$ cat config.mk
export PLATFORM = sky130hd
export DESIGN_NAME = instr_fetch_unit
export DESIGN_NICKNAME = d
export VERILOG_FILES = /design/src/rtl/fetch_pkg.sv /design/src/rtl/fetch_fifo.sv /design/src/rtl/instr_fetch_unit.sv
export SDC_FILE = /design/constraint.sdc
export NUM_CORES = 1
export LEC_CHECK = 0
export CORE_MARGIN = 2
export CORE_UTILIZATION = 53
export CTS_BUF_LIST = sky130_fd_sc_hd__clkbuf_4 sky130_fd_sc_hd__clkbuf_8
export CTS_CLUSTER_DIAMETER = 120
export DETAILED_ROUTE_END_ITERATION = 6
export GPL_ROUTABILITY_DRIVEN = 0
export MAX_ROUTING_LAYER = met4
export PLACE_DENSITY = 0.9
export RECOVER_POWER = 25
export SETUP_SLACK_MARGIN = 0.4
export SLEW_MARGIN = 15
export SYNTH_ARGS = -nofsm -noshare
export SYNTH_HDL_FRONTEND = slang
export SYNTH_SLANG_ARGS = --single-unit
$ cat constraint.sdc
create_clock -name clk -period 6.81 [get_ports clk]
set_clock_uncertainty 0.1 [all_clocks]
set_input_delay 1.362 -clock clk [delete_from_list [all_inputs] [get_ports clk]]
set_output_delay 1.362 -clock clk [all_outputs]
set_load 0.02 [all_outputs]
$ cat src/rtl/fetch_pkg.sv
// Shared types and constants for the instruction fetch unit.
//   XLEN          address / instruction width
//   INSTR_BYTES   byte size of one instruction word (fetch PC stride)
//   fetch_state_t FS_FETCH issues requests; FS_DRAIN discards stale responses
//   fetch_entry_t {pc, instr} pair handed to decode
package fetch_pkg;

   localparam int XLEN        = 32;
   localparam int INSTR_BYTES = 4;

   typedef enum logic [0:0] {
      FS_FETCH,
      FS_DRAIN
   } fetch_state_t;

   typedef struct packed {
      logic [XLEN-1:0] pc;
      logic [XLEN-1:0] instr;
   } fetch_entry_t;

endpackage

$ cat src/rtl/fetch_fifo.sv
// Synchronous DEPTH-entry FIFO of fetch entries between imem responses and decode.
//   clk, rst        clock, synchronous active-high reset (empties the FIFO)
//   flush           empties the FIFO; any push in the same cycle is lost
//   push, push_data write one entry (allowed when full only if popping too)
//   pop, head       head is the oldest entry; pop removes it (ignored when empty)
//   count           number of stored entries
//   full, empty     occupancy flags
module fetch_fifo
   import fetch_pkg::*;
#(
   parameter  int DEPTH = 2,
   localparam int CW    = $clog2(DEPTH + 1)
) (
   input  logic          clk,
   input  logic          rst,
   input  logic          flush,
   input  logic          push,
   input  fetch_entry_t  push_data,
   input  logic          pop,
   output fetch_entry_t  head,
   output logic [CW-1:0] count,
   output logic          full,
   output logic          empty
);

   localparam int AW = (DEPTH > 1) ? $clog2(DEPTH) : 1;

   fetch_entry_t  slots [DEPTH];
   logic [AW-1:0] wr_ptr;
   logic [AW-1:0] rd_ptr;
   logic          do_push;
   logic          do_pop;

   // Pointers wrap explicitly so DEPTH need not be a power of two.
   function automatic logic [AW-1:0] bump(input logic [AW-1:0] p);
      return (p == AW'(DEPTH - 1)) ? '0 : p + AW'(1);
   endfunction

   assign empty   = (count == '0);
   assign full    = (count == CW'(DEPTH));
   assign do_pop  = pop && !empty;
   assign do_push = push && (!full || do_pop);
   assign head    = slots[rd_ptr];

   // NOTE: sequential state uses non-blocking assignments so every flop samples
   // pre-edge values regardless of process ordering.
   always_ff @(posedge clk) begin
      if (rst || flush) begin
         wr_ptr <= '0;
         rd_ptr <= '0;
         count  <= '0;
      end else begin
         if (do_push) wr_ptr <= bump(wr_ptr);
         if (do_pop)  rd_ptr <= bump(rd_ptr);
         count <= count + CW'(do_push) - CW'(do_pop);
      end
   end

   // NOTE: the storage array is deliberately not reset; count/pointers alone
   // define validity, and consumers mask head while the FIFO is empty.
   always_ff @(posedge clk) begin
      if (do_push) slots[wr_ptr] <= push_data;
   end

endmodule

$ cat src/rtl/instr_fetch_unit.sv
// Instruction fetch unit: walks the fetch PC, issues word reads to instruction
// memory, buffers in-order responses and hands {pc, instr} to decode.
//   clk, rst                         clock, synchronous active-high reset
//   redirect_valid, redirect_pc      load a new fetch PC (low two bits dropped)
//   imem_req_valid/ready/addr        read request channel
//   imem_rsp_valid/data              in-order read responses
//   if_valid/ready, if_pc, if_instr  fetched instruction to decode
module instr_fetch_unit
   import fetch_pkg::*;
#(
   parameter int              XLEN     = fetch_pkg::XLEN,
   parameter logic [XLEN-1:0] RESET_PC = '0,
   parameter int              DEPTH    = 2
) (
   input  logic            clk,
   input  logic            rst,
   input  logic            redirect_valid,
   input  logic [XLEN-1:0] redirect_pc,
   output logic            imem_req_valid,
   input  logic            imem_req_ready,
   output logic [XLEN-1:0] imem_req_addr,
   input  logic            imem_rsp_valid,
   input  logic [XLEN-1:0] imem_rsp_data,
   output logic            if_valid,
   input  logic            if_ready,
   output logic [XLEN-1:0] if_pc,
   output logic [XLEN-1:0] if_instr
);

   localparam int CW = $clog2(DEPTH + 1);
   localparam int SW = CW + 1;

   fetch_state_t    state;
   fetch_state_t    state_next;
   logic [XLEN-1:0] fetch_pc;
   logic [XLEN-1:0] fetch_pc_next;
   logic [CW-1:0]   outstanding;
   logic [CW-1:0]   outstanding_next;
   logic [CW-1:0]   buf_count;
   logic            credit_ok;
   logic            req_accept;
   logic            rsp_take;
   logic            buf_push;
   logic            buf_pop;
   logic            buf_empty;
   logic            unused_full;
   logic            unused_bits;
   fetch_entry_t    buf_in;
   fetch_entry_t    buf_head;

   assign unused_bits = ^redirect_pc[1:0];

   // Each outstanding request holds a buffer slot, so buffer overflow is
   // impossible. Built only from registered state: no ready-to-valid paths.
   assign credit_ok      = (SW'(outstanding) + SW'(buf_count)) < SW'(DEPTH);
   assign imem_req_valid = !rst && (state == FS_FETCH) && credit_ok;
   assign imem_req_addr  = fetch_pc;

   assign req_accept = imem_req_valid && imem_req_ready;
   // A response with nothing outstanding is a protocol error and is ignored.
   assign rsp_take   = imem_rsp_valid && (outstanding != '0);
   assign buf_push   = rsp_take && (state == FS_FETCH) && !redirect_valid;
   assign buf_pop    = if_valid && if_ready;

   // Live requests are always a sequential run ending just below fetch_pc
   // (stale ones exist only in FS_DRAIN, where nothing is pushed), so the PC
   // of the oldest one is recovered arithmetically instead of queued.
   assign buf_in.pc    = fetch_pc - (XLEN'(outstanding) * XLEN'(INSTR_BYTES));
   assign buf_in.instr = imem_rsp_data;

   fetch_fifo #(.DEPTH(DEPTH)) u_fifo (
      .clk       (clk),
      .rst       (rst),
      .flush     (redirect_valid),
      .push      (buf_push),
      .push_data (buf_in),
      .pop       (buf_pop),
      .head      (buf_head),
      .count     (buf_count),
      .full      (unused_full),
      .empty     (buf_empty)
   );

   assign if_valid = !buf_empty && !rst;
   assign if_pc    = if_valid ? buf_head.pc    : '0;
   assign if_instr = if_valid ? buf_head.instr : '0;

   always_comb begin
      // NOTE: every variable gets a default first so no path infers a latch.
      state_next       = state;
      fetch_pc_next    = fetch_pc;
      outstanding_next = outstanding + CW'(req_accept) - CW'(rsp_take);

      if (req_accept) fetch_pc_next = fetch_pc + XLEN'(INSTR_BYTES);

      // On redirect every request still in flight (including one accepted
      // this very cycle) is stale and must be drained before fetching again.
      if (redirect_valid) begin
         fetch_pc_next = {redirect_pc[XLEN-1:2], 2'b00};
         state_next    = (outstanding_next == '0) ? FS_FETCH : FS_DRAIN;
      end else if ((state == FS_DRAIN) && (outstanding_next == '0)) begin
         state_next = FS_FETCH;
      end
   end

   always_ff @(posedge clk) begin
      if (rst) begin
         state       <= FS_FETCH;
         fetch_pc    <= RESET_PC;
         outstanding <= '0;
      end else begin
         state       <= state_next;
         fetch_pc    <= fetch_pc_next;
         outstanding <= outstanding_next;
      end
   end

   always_ff @(posedge clk) begin
      if (!rst) begin
         assert (!(imem_rsp_valid && (outstanding == '0)))
            else $error("imem response received with no request outstanding");
      end
   end

endmodule
==> impl_metrics.yaml <==
timing:
  max_clock_freq_ghz: 0.189
  setup_viol: 0
  hold-worst-slack_ps: 447
  slew_headroom_pct: 28.9
  drv_slew: 0
  tns_ps: 0
  period_share_pct: 77.7
  rsz0062_at_grt: "no"
  tightest_slew_ps: 1070
  hold_violations: 0
  fin_crit_ps: 5290
setup_path:
  crit_fanout: 44
  crit_required_ps: 5350
  cp-end-kind: "primary output"
  critPathKind: "in2out"
  critical_path.startpoint_type: "input port"
  cp_data_arrival_time_ps: 3830
clocking:
  cts.clk_slew.worst_paths_ps: 80
  post-cts-setup-buffers: 0
  cts-hold-fix-buffers: 0
  clock_latency_ps: 460
  cts_sinks: 162
  htreeDepth: 4
  cts_buffer_depth: 2
  cts.repair.resized: 0
  clock-root-buffer: "clkbuf_8"
  cts_buffers: 17
  cts_tree: "built"
routing:
  avgRoutedWirePerCell_um: 17.9
  vias: 5724
  drtPass1Iterations: 7
  ant_nets: 0
  drc_errors: 0
  vias_per_cell: 5.83
  wl_um: 17600
  drt_iter0_markers: 492
synthesis:
  seq_area_frac_synth_pct: 58.6
  synth-edff-count: 124
  synth_cells: 659
  synth_largest_area_cell: "edfxtp_1"
  synth_seq_cells: 162
  syn_area_mm2: 0.00765
  yosysTopAreaCellShare_pct: 48.7
  ys_warn_count: 0
  synth-main-ff-cell: "edfxtp_1"
  async_flop_share_pct: 0
  syn_area_per_cell_um2: 11.6
  synth.area.top_cells: "edfxtp_1 (49%), dfxtp_1 (9.9%), mux2i_1 (8.1%)"
  synth_cell_types: 49
die:
  start_util_pct: 54.7
  die_h_um: 124
  fp.coreArea_mm2: 0.0140
  dieArea_mm2: 0.0154
  die_w_um: 124
  rows: 43
  design.portCount: 168
pwr:
  pwr-share-comb_pct: 14.8
  pwr-share-seq_pct: 52.8
  switching_power_uw: 582
  leakage_nw: 3.23
  p_clk_share_pct: 32.4
  swShare_pct: 25.4
  total_power_mw: 2.29
  power_per_cell_area_mw_per_mm2: 235
  ir_drop_mv: 0.143
  power.internal_mw: 1.70
grt:
  overflow: 0
  busiest_layer: "met2"
  grt_pass1_wl_um: 27200
  use_met1_pct: 28.9
  grtUsageMet3_pct: 6.46
  use_met2_pct: 39.3
  grt.total_usage_pct: 23.8
  antenna_found_initial: 1
  grt_max_degree: 63
  first_global_vias: 5395
final_layout:
  multi_input_area_mm2: 0.00286
  layout-area-overhead-vs-synth_pct: 27.2
  layout-drive-gt1-share_pct: 5.74
  register_area_mm2: 0.00449
  nFillCells: 970
  num-nets-final: 867
place:
  io_buffers: 161
  dpl.hpwl_um: 12300
run_status:
  status: "finished, final reports clean"
worst_hold_path:
  hold_class: "reg2reg"
job:
  cap_violations: 0
-- state kept, by name, indices dropped and copies added, names as in the netlist, named ones only --
signal,count
u_fifo.rd_ptr,1
outstanding,2
u_fifo.count,2
imem_req_addr,30
u_fifo.slots,124
u_fifo.wr_ptr,1
state,1
-- power groups by stage --
| stage | Clock (mW) | Combinational [mW] | Sequential, mW |
|---|---|---|---|
| after detailed placement | 0 | 0.338 | 1.23 |
| after floorplan | 0 | 0.209 | 1.22 |
| after global routing | 0.783 | 0.365 | 1.22 |
| after global placement | 0 | 0.323 | 1.22 |
| final | 0.741 | 0.337 | 1.21 |
| after CTS | 0.750 | 0.341 | 1.21 |
-- final timing paths --
check / startpoint / to / slack, ps / depth (start not counted)
setup / recovery: rst / if_valid / 1520 / 6
hold / removal: u_fifo.rd_ptr$_SDFFE_PP0N_ / flip-flop / 450 / 2
setup reg to reg: u_fifo.count[0]$_SDFF_PP0_ / state$_SDFFE_PP0P_ / 3160 / 12
hold reg to reg: u_fifo.rd_ptr$_SDFFE_PP0N_ / flip-flop / 450 / 2
-- logic make-up (layout without fill, tap and decap cells) --
family / Yosys count / count (layout) / synth area share, %
AOI/OAI and AO/OA: 60 / 60 / 5.95
adders and majority gates: 9 / 9 / 1.67
muxes: 62 / 62 / 8.11
other: 1 / 5 / 0.0490
and+or+nand+nor: 244 / 244 / 16.5
DFF: 162 / 162 / 58.6
xor gates and xnor gates: 41 / 41 / 4.69
buffers and inverters: 80 / 219 / 4.42
-- worst max-delay path, stage by stage --
cell and delay [ps]:
clkdlybuf4s50_1 470, buf_4 400, o21bai_4 410, buf_4 460, inv_1 120, clkdlybuf4s50_1 560
-- cell usage in the layout (no fill, tap or decap), types with 19 or more instances in the layout --
master	count
clkbuf_8	19
mux2i_1	62
nor2_1	100
xor2_1	28
inv_1	20
dlygate4sd3_1	32
edfxtp_1	124
dfxtp_1	37
clkdlybuf4s50_1	129
-- synth_stat cells, types with 15 or more instances --
cell / instances
edfxtp_1: 124
nor2_1: 100
mux2i_1: 62
clkbuf_1: 40
dfxtp_1: 38
xor2_1: 28
inv_1: 20
nand2_1: 18
nand3_1: 18
nor3_1: 18
nor4_1: 16
or4_1: 15
-- cell type report --
cell class	count	area share [%]
clock inverters	8	1.31
repair buffers	167	17.0
well taps	180	2.31
clock buffers	24	3.07
inverters	20	0.771
diodes	1	0.0257
multi-input cells	420	29.4
flip-flops and latches	162	46.1
-- metrics by stage --
stage          setup WS [ps]  instance area [um^2]  utilization, %  cells
2_1_floorplan           1600                  7660               -    662
3_3_place_gp            1580                  9310            66.5    949
3_5_place_dp            1540                  9310            66.5    949
4_1_cts                 1520                  9730            69.6    981
5_1_grt                 1370                  9730            69.6    982
6_report                1520                  9730            69.6    982
-- per-layer routing --
metal / wire length, um / vias to the layer above
met5: 0 / -
met4: 340 / 0
met3: 1690 / 38
met2: 8570 / 300
met1: 7010 / 2706
li1: - / 2680
(Power assumes the default switching activity.)
